File: src/rtl/apb_cos_master.sv
// ============================================================================
// apb_cos_master : writes an angle step to an APB slave, then reads back the result
// Revision 1.0
// ============================================================================
`default_nettype none

module apb_cos_master #(
    parameter logic [31:0] CTRL_ADDR = 32'h0,
    parameter logic [31:0] OUT_ADDR  = 32'h4,
    parameter int          TIMEOUT   = 16
) (
    input  logic        PCLK,
    input  logic        PRESET,
    input  logic        req_valid,
    input  logic [31:0] req_step,
    output logic        req_ready,
    output logic        rsp_valid,
    output logic [31:0] rsp_data,
    output logic        rsp_err,
    input  logic        rsp_ready,
    output logic        PSEL,
    output logic        PENABLE,
    output logic        PWRITE,
    output logic [31:0] PADDR,
    output logic [31:0] PWDATA,
    input  logic [31:0] PRDATA,
    input  logic        PREADY
);

    localparam int          CW       = (TIMEOUT > 1) ? $clog2(TIMEOUT) : 1;
    localparam logic [CW-1:0] LAST_CNT = CW'(TIMEOUT - 1);

    typedef enum logic [2:0] {
        IDLE      = 3'd0,
        WR_SETUP  = 3'd1,
        WR_ACCESS = 3'd2,
        RD_SETUP  = 3'd3,
        RD_ACCESS = 3'd4,
        RESP      = 3'd5
    } state_t;

    state_t          state_q, state_d;
    logic [31:0]     step_q, step_d;
    logic [CW-1:0]   cnt_q, cnt_d;
    logic [31:0]     data_q, data_d;
    logic            err_q, err_d;

    always_ff @(posedge PCLK) begin
        if (PRESET) begin
            state_q <= IDLE;
            step_q  <= '0;
            cnt_q   <= '0;
            data_q  <= '0;
            err_q   <= 1'b0;
        end else begin
            state_q <= state_d;
            step_q  <= step_d;
            cnt_q   <= cnt_d;
            data_q  <= data_d;
            err_q   <= err_d;
        end
    end

    always_comb begin
        state_d = state_q;
        step_d  = step_q;
        cnt_d   = cnt_q;
        data_d  = data_q;
        err_d   = err_q;
        case (state_q)
            IDLE: begin
                if (req_valid) begin
                    step_d  = req_step;
                    state_d = WR_SETUP;
                end
            end
            WR_SETUP: begin
                cnt_d   = '0;
                state_d = WR_ACCESS;
            end
            WR_ACCESS: begin
                // PREADY wins over the timeout on the final allowed cycle
                if (PREADY) begin
                    state_d = RD_SETUP;
                end else if (cnt_q == LAST_CNT) begin
                    data_d  = '0;
                    err_d   = 1'b1;
                    state_d = RESP;
                end else begin
                    cnt_d = cnt_q + 1'b1;
                end
            end
            RD_SETUP: begin
                cnt_d   = '0;
                state_d = RD_ACCESS;
            end
            RD_ACCESS: begin
                if (PREADY) begin
                    data_d  = PRDATA;
                    err_d   = 1'b0;
                    state_d = RESP;
                end else if (cnt_q == LAST_CNT) begin
                    data_d  = '0;
                    err_d   = 1'b1;
                    state_d = RESP;
                end else begin
                    cnt_d = cnt_q + 1'b1;
                end
            end
            RESP: begin
                if (rsp_ready) begin
                    state_d = IDLE;
                end
            end
            default: state_d = IDLE;
        endcase
    end

    // All outputs decode from registered state only
    assign req_ready = (state_q == IDLE);
    assign rsp_valid = (state_q == RESP);
    assign rsp_data  = data_q;
    assign rsp_err   = err_q;
    assign PSEL      = (state_q == WR_SETUP) || (state_q == WR_ACCESS) ||
                       (state_q == RD_SETUP) || (state_q == RD_ACCESS);
    assign PENABLE   = (state_q == WR_ACCESS) || (state_q == RD_ACCESS);
    assign PWRITE    = (state_q == WR_SETUP) || (state_q == WR_ACCESS);
    assign PADDR     = PWRITE ? CTRL_ADDR :
                       ((state_q == RD_SETUP) || (state_q == RD_ACCESS)) ? OUT_ADDR : 32'h0;
    assign PWDATA    = PWRITE ? step_q : 32'h0;

endmodule

`default_nettype wire

File: config.mk
export PLATFORM = sky130hd
export DESIGN_NAME = apb_cos_master
export DESIGN_NICKNAME = d
export VERILOG_FILES = /design/src/rtl/apb_cos_master.sv
export SDC_FILE = /design/constraint.sdc
export NUM_CORES = 1
export LEC_CHECK = 0
export CAP_MARGIN = 15
export CORE_UTILIZATION = 37
export CTS_BUF_LIST = sky130_fd_sc_hd__clkbuf_4
export CTS_CLUSTER_SIZE = 16
export DETAILED_ROUTE_END_ITERATION = 8
export GPL_ROUTABILITY_DRIVEN = 1
export PLACE_DENSITY_LB_ADDON = 0.3
export SKIP_LAST_GASP = 1
export SLEW_MARGIN = 20
export SYNTH_ARGS = -nofsm -noshare
export SYNTH_HDL_FRONTEND = slang
export SYNTH_SLANG_ARGS = --single-unit
File: constraint.sdc
create_clock -name PCLK -period 1.5 [get_ports PCLK]
set_input_delay 0.3 -clock PCLK [delete_from_list [all_inputs] [get_ports PCLK]]
set_output_delay 0.3 -clock PCLK [all_outputs]
set_load 0.01 [all_outputs]
==> impl_metrics.ini <==
[logic_synthesis]
ys_seq_elements = 72
synth.largest_area_cell = dfxtp_1
async_flop_share = 0
synth_warnings = 0
synth_cell_types = 36
synth_area_mm2 = 0.003202
postSynthCellCount = 413
avgSynthCellArea_um2 = 7.753
ys_top_cells_by_area = dfxtp_1 (45%), nand2_1 (12%), a21oi_1 (10%), buf_4 (7.7%), and2_1 (6.8%)
ys.flop_type = dfxtp_1
seq_area_frac_synth = 0.4502
synth-edff-count = 0
synth_top_area_frac = 0.4502
netlist_top_cells_count = nand2_1 (99), dfxtp_1 (72), a21oi_1 (67)
yosysMostFrequentCell = nand2_1

[hold_path]
min_to = step_q[27]
min_from = PRESET
hold_class = in2reg
holdPathStages = 3

[drt]
drtIter0Drc = 75
ant_nets = 0
wl_per_cell_um = 15.07
drtPass1Iterations = 4
wirelength_um = 10280
viasPerCell = 4.905
route.detailed.drc = 0
vias = 3345

[global_routing]
grtUsageTotal = 0.2150
grt_pass1_wl_um = 14840
use_met1 = 0.2399
met3_usage = 0.06858
grt_remaining_overflow = 0
grt.busiest_layer = met2
antenna_found_initial = 0
grt_max_degree = 73
grt_pass1_vias = 3114
use_met2 = 0.3741

[sta]
rsz0062_at_grt = yes
clock_skew_ns = 0.008340
fmax_mhz = 526.5
min_period_ns = 1.899
worst_slack_ns = -0.3994
slew_violations = 0
setup_viol = 105
hold_violations = 0
timing.final.crit_share = 1.266

[final_layout]
final.fill_count = 672
seqCellArea_mm2 = 0.001453
finish.utilization = 0.6896
fin_area_mm2 = 0.005723
fin_nets = 642
syn2layout_area_growth_pct = 78.74
multi_input_area_mm2 = 0.002107
stdcell_count = 682
antennaDiodeCount = 0
drive_above_1_share = 0.3847

[critical_path]
worstPathArrival_ns = 1.60
reg2reg_depth = 8
path_cells = xnor2_4 > nor2_4 > buf_12 > buf_16 > and2_1 > buf_2
cp_data_required_time_ns = 1.20
critPathLaunchType = flop
rrSetupSlack_ns = -0.37
worstReg2RegEnd = rsp_data[30]
cpMaxStageDelayCell = dfxtp_4
slowest_delay_ns = 0.39
rr_startpoint = state_q[1]
worstSetupPathType = reg2out
endpoint_kind = output port
crit_fanout = 16

[placed_design]
post-dp-hpwl_um = 5586
placed_area_mm2 = 0.004756
port_buffers = 139
dpl.cell_count = 647
gp_congestion = 0.7948
pre_cts_ws_ns = -0.4069

[clock_tree]
numCtsBuffers = 9
cts_root_buf = clkbuf_4
htree_num_levels = 3
insertion_delay_ns = 0.41
clock-sinks = 72
clk_pin_slew_ns = 0.12
tritoncts = built
clockBufferDepth = 2

[outcome]
status = finished, violations left
violations = negative setup slack

[floorplanning]
dieArea_mm2 = 0.009030
coreArea_mm2 = 0.008299
io_pins = 171
start_util = 0.3858
die-height_um = 95.03
die_x_um = 95.03
rows = 33

[power_and_ir_drop]
power_mw = 5.569
p_per_area_mw_per_mm2 = 973.0
p_leak_nw = 2.497
peakVddDrop_v = 0.0006580

[job]
max_cap_viol_count = 0
==> routing by layer <==
metal	share of wire	wire length [um]
met3	0.079	811
met1	0.40	4124
met2	0.50	5123
met4	0.021	221
met5	0	0
==> layout by cell type (no fill, tap or decap), types with 2 or more instances in the layout <==
cell type	instances
clkbuf_4	10
nor3_1	2
nor2_1	5
nand3_1	26
buf_2	24
nand2b_1	2
bufinv_16	2
clkdlybuf4s50_1	67
conb_1	31
and2_4	15
a21oi_2	31
buf_6	23
nand2_1	47
buf_12	10
buf_16	7
nand2_4	37
and2_1	20
nand3_2	9
or3_4	2
xnor2_4	2
nand2_2	14
dfxtp_1	69
a21oi_1	36
inv_1	4
dlygate4sd2_1	33
buf_4	16
clkinv_2	3
dfxtp_4	3
==> what timing repair did <==
action | CTS | global route
pin swaps | 32 | 57
setup endpoints to repair | 139 | 108
hold buffers | 0 | 0
setup buffers | 9 | 6
hold endpoints to repair | 0 | 0
gates cloned | 9 | 0
resized for setup | 278 | 108
==> logic make-up (layout without fill, tap and decap cells) <==
family                   Yosys count  after routing  share of synthesized area
buffers and inverters             67            201                     0.1278
AO/OA/AOI/OAI                     80             80                     0.1360
other                              1             31                   0.001171
AND/OR/NAND/NOR                  190            190                     0.2755
XOR/XNOR                           2              2                   0.005472
flip-flops                        72             72                     0.4502
adder cells (fa/ha/maj)            1              1                   0.003907
==> power breakdown <==
group / total, mW / internal (mW) / switching (mW)
sequential: 2.12 / 2.03 / 0.0970
clock: 1.37 / 0.690 / 0.676
combinational: 2.08 / 1.11 / 0.969
==> cell type report <==
cell class | count | share of cell area
Tap cell | 105 | 0.02296
Clock inverter | 6 | 0.01465
Sequential cell | 72 | 0.2538
Inverter | 5 | 0.003717
Multi-Input combinational cell | 304 | 0.3682
Timing Repair Buffer | 180 | 0.3236
Clock buffer | 10 | 0.01312
==> worst max path at each step <==
stage / from / end / slack, ns / depth (start not counted)
6_report: state_q[1] / PWDATA[16] / -0.40 / 6
5_1_grt: state_q[1] / PWDATA[16] / -0.45 / 6
3_5_place_dp: PREADY / cnt_q[2] / -0.41 / 6
2_1_floorplan: state_q[1] / rsp_data[4] / -0.01 / 6
4_1_cts: state_q[1] / PWDATA[0] / -0.42 / 6
3_3_place_gp: PREADY / cnt_q[2] / -0.37 / 6
==> flip-flops by register name (all words and copies together), names as in the netlist <==
| name | count |
|---|---|
| cnt_q | 4 |
| rsp_data | 32 |
| rsp_err | 1 |
| state_q | 3 |
| step_q | 32 |
==> per-stage QoR <==
step / TNS (ns) / hold WS (ns)
floorplan: -0.3259 / 0.4317
global placement: -23.60 / 0.4371
detailed placement: -26.15 / 0.4424
CTS: -29.94 / 0.3514
global route: -37.86 / 0.3863
finish: -31.93 / 0.3945
==> critical path, delay by kind of cell, from the launching register on <==
family                    cells  cell delay (ns)
DFF                           1             0.39
and+or+nand+nor               2             0.22
buffers and inverters         3             0.41
xor gates and xnor gates      1             0.18
Power figures use the tool's default switching activity.
==> variant 1 (same flow settings) <==
Change the parameter `TIMEOUT` from 16 to 32.
--- a/src/rtl/apb_cos_master.sv
+++ b/src/rtl/apb_cos_master.sv
@@ -9,3 +9,3 @@
     parameter logic [31:0] OUT_ADDR  = 32'h4,
-    parameter int          TIMEOUT   = 16
+    parameter int          TIMEOUT   = 32
 ) (
Behaviour: same outputs for any inputs over 10 cycles, from zero or initial values and one cycle with PRESET high; that may be too few to reach the edited logic, so the function may still have changed.
==> variant 1 against the original RTL <==
The run still ends with negative setup slack left. Synthesized cell count grew 2.2%. Worst setup slack improved by 29 ps. Non-clock buffer count rose by 21. Power decreased by 12%. Area after synthesis is 10% higher. Final cell count up 7.8%. Sequential cell count up 1. Routed wire length is 13% higher. Via count grew 6.8%. Final area up 8.1%. Critical path type unchanged. Critical endpoint is now PWDATA[30].
==> variant 1: results <==
{
  "synthArstFlopShare_pct": 0,
  "grt_pass1_wl_um": 17300,
  "ff2ff_path_depth": 8,
  "drive_gt1_share_pct": 39.3,
  "gp_congestion": 0.809,
  "wirelength_um": 11600,
  "rr_endpoint": "rsp_data[31]",
  "layout.nets": 672,
  "clockBufferDepth": 2,
  "firstDrtPassIters": 4,
  "antenna_found_initial": 0,
  "cp_slowest_cell": "dfxtp_4",
  "endpoint": "PWDATA[30]",
  "critPathMaxStageDelay_ps": 390,
  "vias": 3573,
  "clockRootBuffer": "clkbuf_4",
  "timing.final.ws_setup_ps": -370,
  "cts_buffers": 9,
  "clkSlewWorstSetupHoldPaths_ps": 130,
  "setup_violations": 81,
  "grt.total_usage_pct": 22.1,
  "io_buffers": 139,
  "skew_ps": 10.9,
  "cp_max_fo": 7,
  "yosys-top-cells-count": "nand2_1, dfxtp_1, a21oi_1",
  "crit_arrival_ps": 1570,
  "dpl_worst_slack_ps": -325,
  "outcome": "finished, violations left",
  "synth_top_cells_by_area": "dfxtp_1, nand2_1, buf_4, a21oi_1, a211oi_2",
  "p_comb_share_pct": 28.5,
  "p_leak_nw": 2.62,
  "vdd_drop_max_mv": 0.554,
  "fill_cells": 727,
  "startpoint": "state_q[0]",
  "reg2reg_slack_ps": -270,
  "synth-seq-area-share_pct": 41.4,
  "yosysUniqueCellTypes": 46,
  "grt_pass1_vias": 3470,
  "drt_iter0_markers": 110,
  "critical-path-top-delay-family": "flip-flops",
  "timing.rr.start": "state_q[1]",
  "swShare_pct": 29.1,
  "dp.final_hpwl_um": 6100,
  "grt_start_max_net_pins": 36,
  "violations": "negative setup slack"
}
variant 1: cell count changes in the layout (fill, tap and decap cells not counted), sizes merged, moves of 3 or more:
| cell | before | now |
|---|---|---|
| nand3 | 35 | 1 |
| o21ai | 3 | 25 |
| a21o | 0 | 3 |
| buf | 80 | 98 |
| nor3 | 3 | 6 |
| nor2 | 7 | 28 |
| a21oi | 67 | 48 |
| a211oi | 2 | 21 |
| nand2 | 99 | 89 |
variant 1: per-stage QoR:
stage / hold WS (ps) / setup TNS (ps) / area [um2] / cells
final: 317 / -19520 / 6190 / 735
after global routing: 297 / -26720 / 6190 / 735
after CTS: 282 / -18260 / 5970 / 729
after detailed placement: 445 / -16230 / 5120 / 691
after global placement: 438 / -14970 / 5120 / 691
after floorplan: 432 / -259 / 3670 / 452
variant 1: what timing repair did:
action                                  4_1_cts  5_1_grt
endpoints found under the setup margin      111      111
setup buffers                                14        7
gates resized for setup                     337       39
gates cloned                                 10        4
pin swaps                                    71       23
variant 1: tightest hold or removal path: stages:
cell and delay (ps):
buf_2 170, nor2_4 120, a21o_1 110
variant 1: area by class of cell:
type | count | area, um2 | share of cell area [%]
timing repair buffer | 201 | 2190 | 35.3
tap | 129 | 161 | 2.61
clock buffer | 9 | 67.6 | 1.09
multi-input combinational | 313 | 2190 | 35.4
clock inverter | 7 | 95.1 | 1.54
sequential | 73 | 1480 | 23.8
inverter | 3 | 11.3 | 0.182
variant 1: how the worst min path moves through the flow:
stage,end,slack [ps],cells after the start,start
after floorplan,step_q[0],430,2,step_q[0]
after global placement,step_q[23],440,2,step_q[23]
after detailed placement,step_q[8],450,2,step_q[8]
after CTS,cnt_q[3],280,3,PRESET
after global routing,cnt_q[3],300,3,PRESET
final,cnt_q[3],320,3,PRESET
variant 1: power groups by stage:
stage,Clock [mW],Combinational [mW],Sequential [mW]
CTS,1.46,1.31,2.08
floorplan,0,0.536,2.11
global route,1.56,1.49,2.10
detailed placement,0,0.987,2.12
finish,1.42,1.40,2.09
global placement,0,0.975,2.11
variant 1: kinds of logic after synthesis:
family	Yosys count	share of synthesized area [%]
simple gates	175	24.5
compound gates	103	19.7
flops	73	41.4
buf+inv	66	12.8
xor+xnor	2	0.710
fa+ha+maj	2	0.709
other cells	1	0.106
variant 1: per-layer routing:
metal,GRT usage (%),share of wire (%),vias to the layer above
met5,0,0,-
met4,5.88,2.0,0
met3,6.47,6.3,27
met2,41.0,52,158
met1,24.4,39,1683
li1,-,-,1705
==> variant 2 (config.mk and constraints unchanged) <==
Made on the original files. `data_q` no longer has a reset.
--- a/src/rtl/apb_cos_master.sv
+++ b/src/rtl/apb_cos_master.sv
@@ -52,3 +52,2 @@
             cnt_q   <= '0;
-            data_q  <= '0;
             err_q   <= 1'b0;
@@ -58,5 +57,8 @@
             cnt_q   <= cnt_d;
-            data_q  <= data_d;
             err_q   <= err_d;
         end
+    end
+
+    always_ff @(posedge PCLK) begin
+        data_q <= data_d;
     end
Function: differs if PRESET is asserted again (counterexample within 10 cycles, from zero or initial values and one cycle with PRESET high); with PRESET held inactive, the same outputs for 10 cycles.
==> variant 2 against the original RTL <==
The run still ends with negative setup slack left. Clock skew rose by 11 ps. Sequential cell count did not move. Power fell by 9.6%. Largest cell class is now non-clock buffers. Worst setup slack got worse by 54 ps. Highest routed layer unchanged. Final area rose by 6.8%. Routed wire length rose by 9.6%. Critical path depth did not move. Area after synthesis rose by 8.4%. Combinational power fell by 32%.
==> variant 2: results <==
{
  "yosys-top-cells-count": "nand2_1, dfxtp_1, a21oi_1, buf_4, and2_1",
  "grt_pass1_wl_um": 15400,
  "seq-power_mw": 2.25,
  "synth_top_cells_by_area": "edfxtp_1, dfxtp_1, nand2_1, buf_4, and2_1",
  "synth_edf_count": 32,
  "timing.final.ws_setup_ps": -453,
  "wirelength_um": 11300,
  "dp.cells": 651,
  "violations": "negative setup slack",
  "outcome": "finished, violations left",
  "pg_comb_mw": 1.42,
  "setup_violations": 131,
  "dp.final_hpwl_um": 6010,
  "fin_tns_setup_ps": -32510,
  "dpl_worst_slack_ps": -322,
  "met1_usage_pct": 24.7,
  "fill_cells": 677,
  "clkCellAreaFrac_pct": 2.62,
  "cp_slowest_cell": "dfxtp_2",
  "wl_met3_um": 715,
  "wl_met2_um": 5650,
  "dpl_cell_area_mm2": 0.00503,
  "cp_max_fo": 5,
  "p_leak_nw": 2.62,
  "routed_via_density": 4.89,
  "m1WireLength_um": 4720,
  "grt_start_max_net_pins": 33,
  "intPower_mw": 3.66,
  "vias": 3470,
  "vdd_drop_max_mv": 0.595
}
[variant 2: changes by cell type after synthesis, moves of 9 or more]
cell,before,now
dfxtp_1,72,40
a21oi_1,67,36
edfxtp_1,0,32
o21ai_0,3,26
nand2_1,99,131
nand3_1,35,6
o21ai_1,0,9
[variant 2: repair_timing]
action | in CTS | in global routing
buffers inserted | 23 | 18
hold buffers | 0 | 0
endpoints found under the setup margin | 137 | 155
gates resized for setup | 219 | 134
gates cloned | 9 | 8
pin swaps | 13 | 40
[variant 2: cell families after synthesis]
family | share of synthesized area (%)
simple gates | 24.6
compound gates | 12.3
flops | 50.7
buf+inv | 11.1
mux | 0.577
fa+ha+maj | 0.360
other cells | 0.108
xor+xnor | 0.252
[variant 2: path summary, 6_finish.rpt]
check | start | slack (ps) | end
min reg2reg | step_q[0] | 450 | step_q[0]
max reg2reg | state_q[1] | -320 | rsp_err
min | req_step[24] | 410 | step_q[24]
max | state_q[0] | -450 | PWDATA[28]
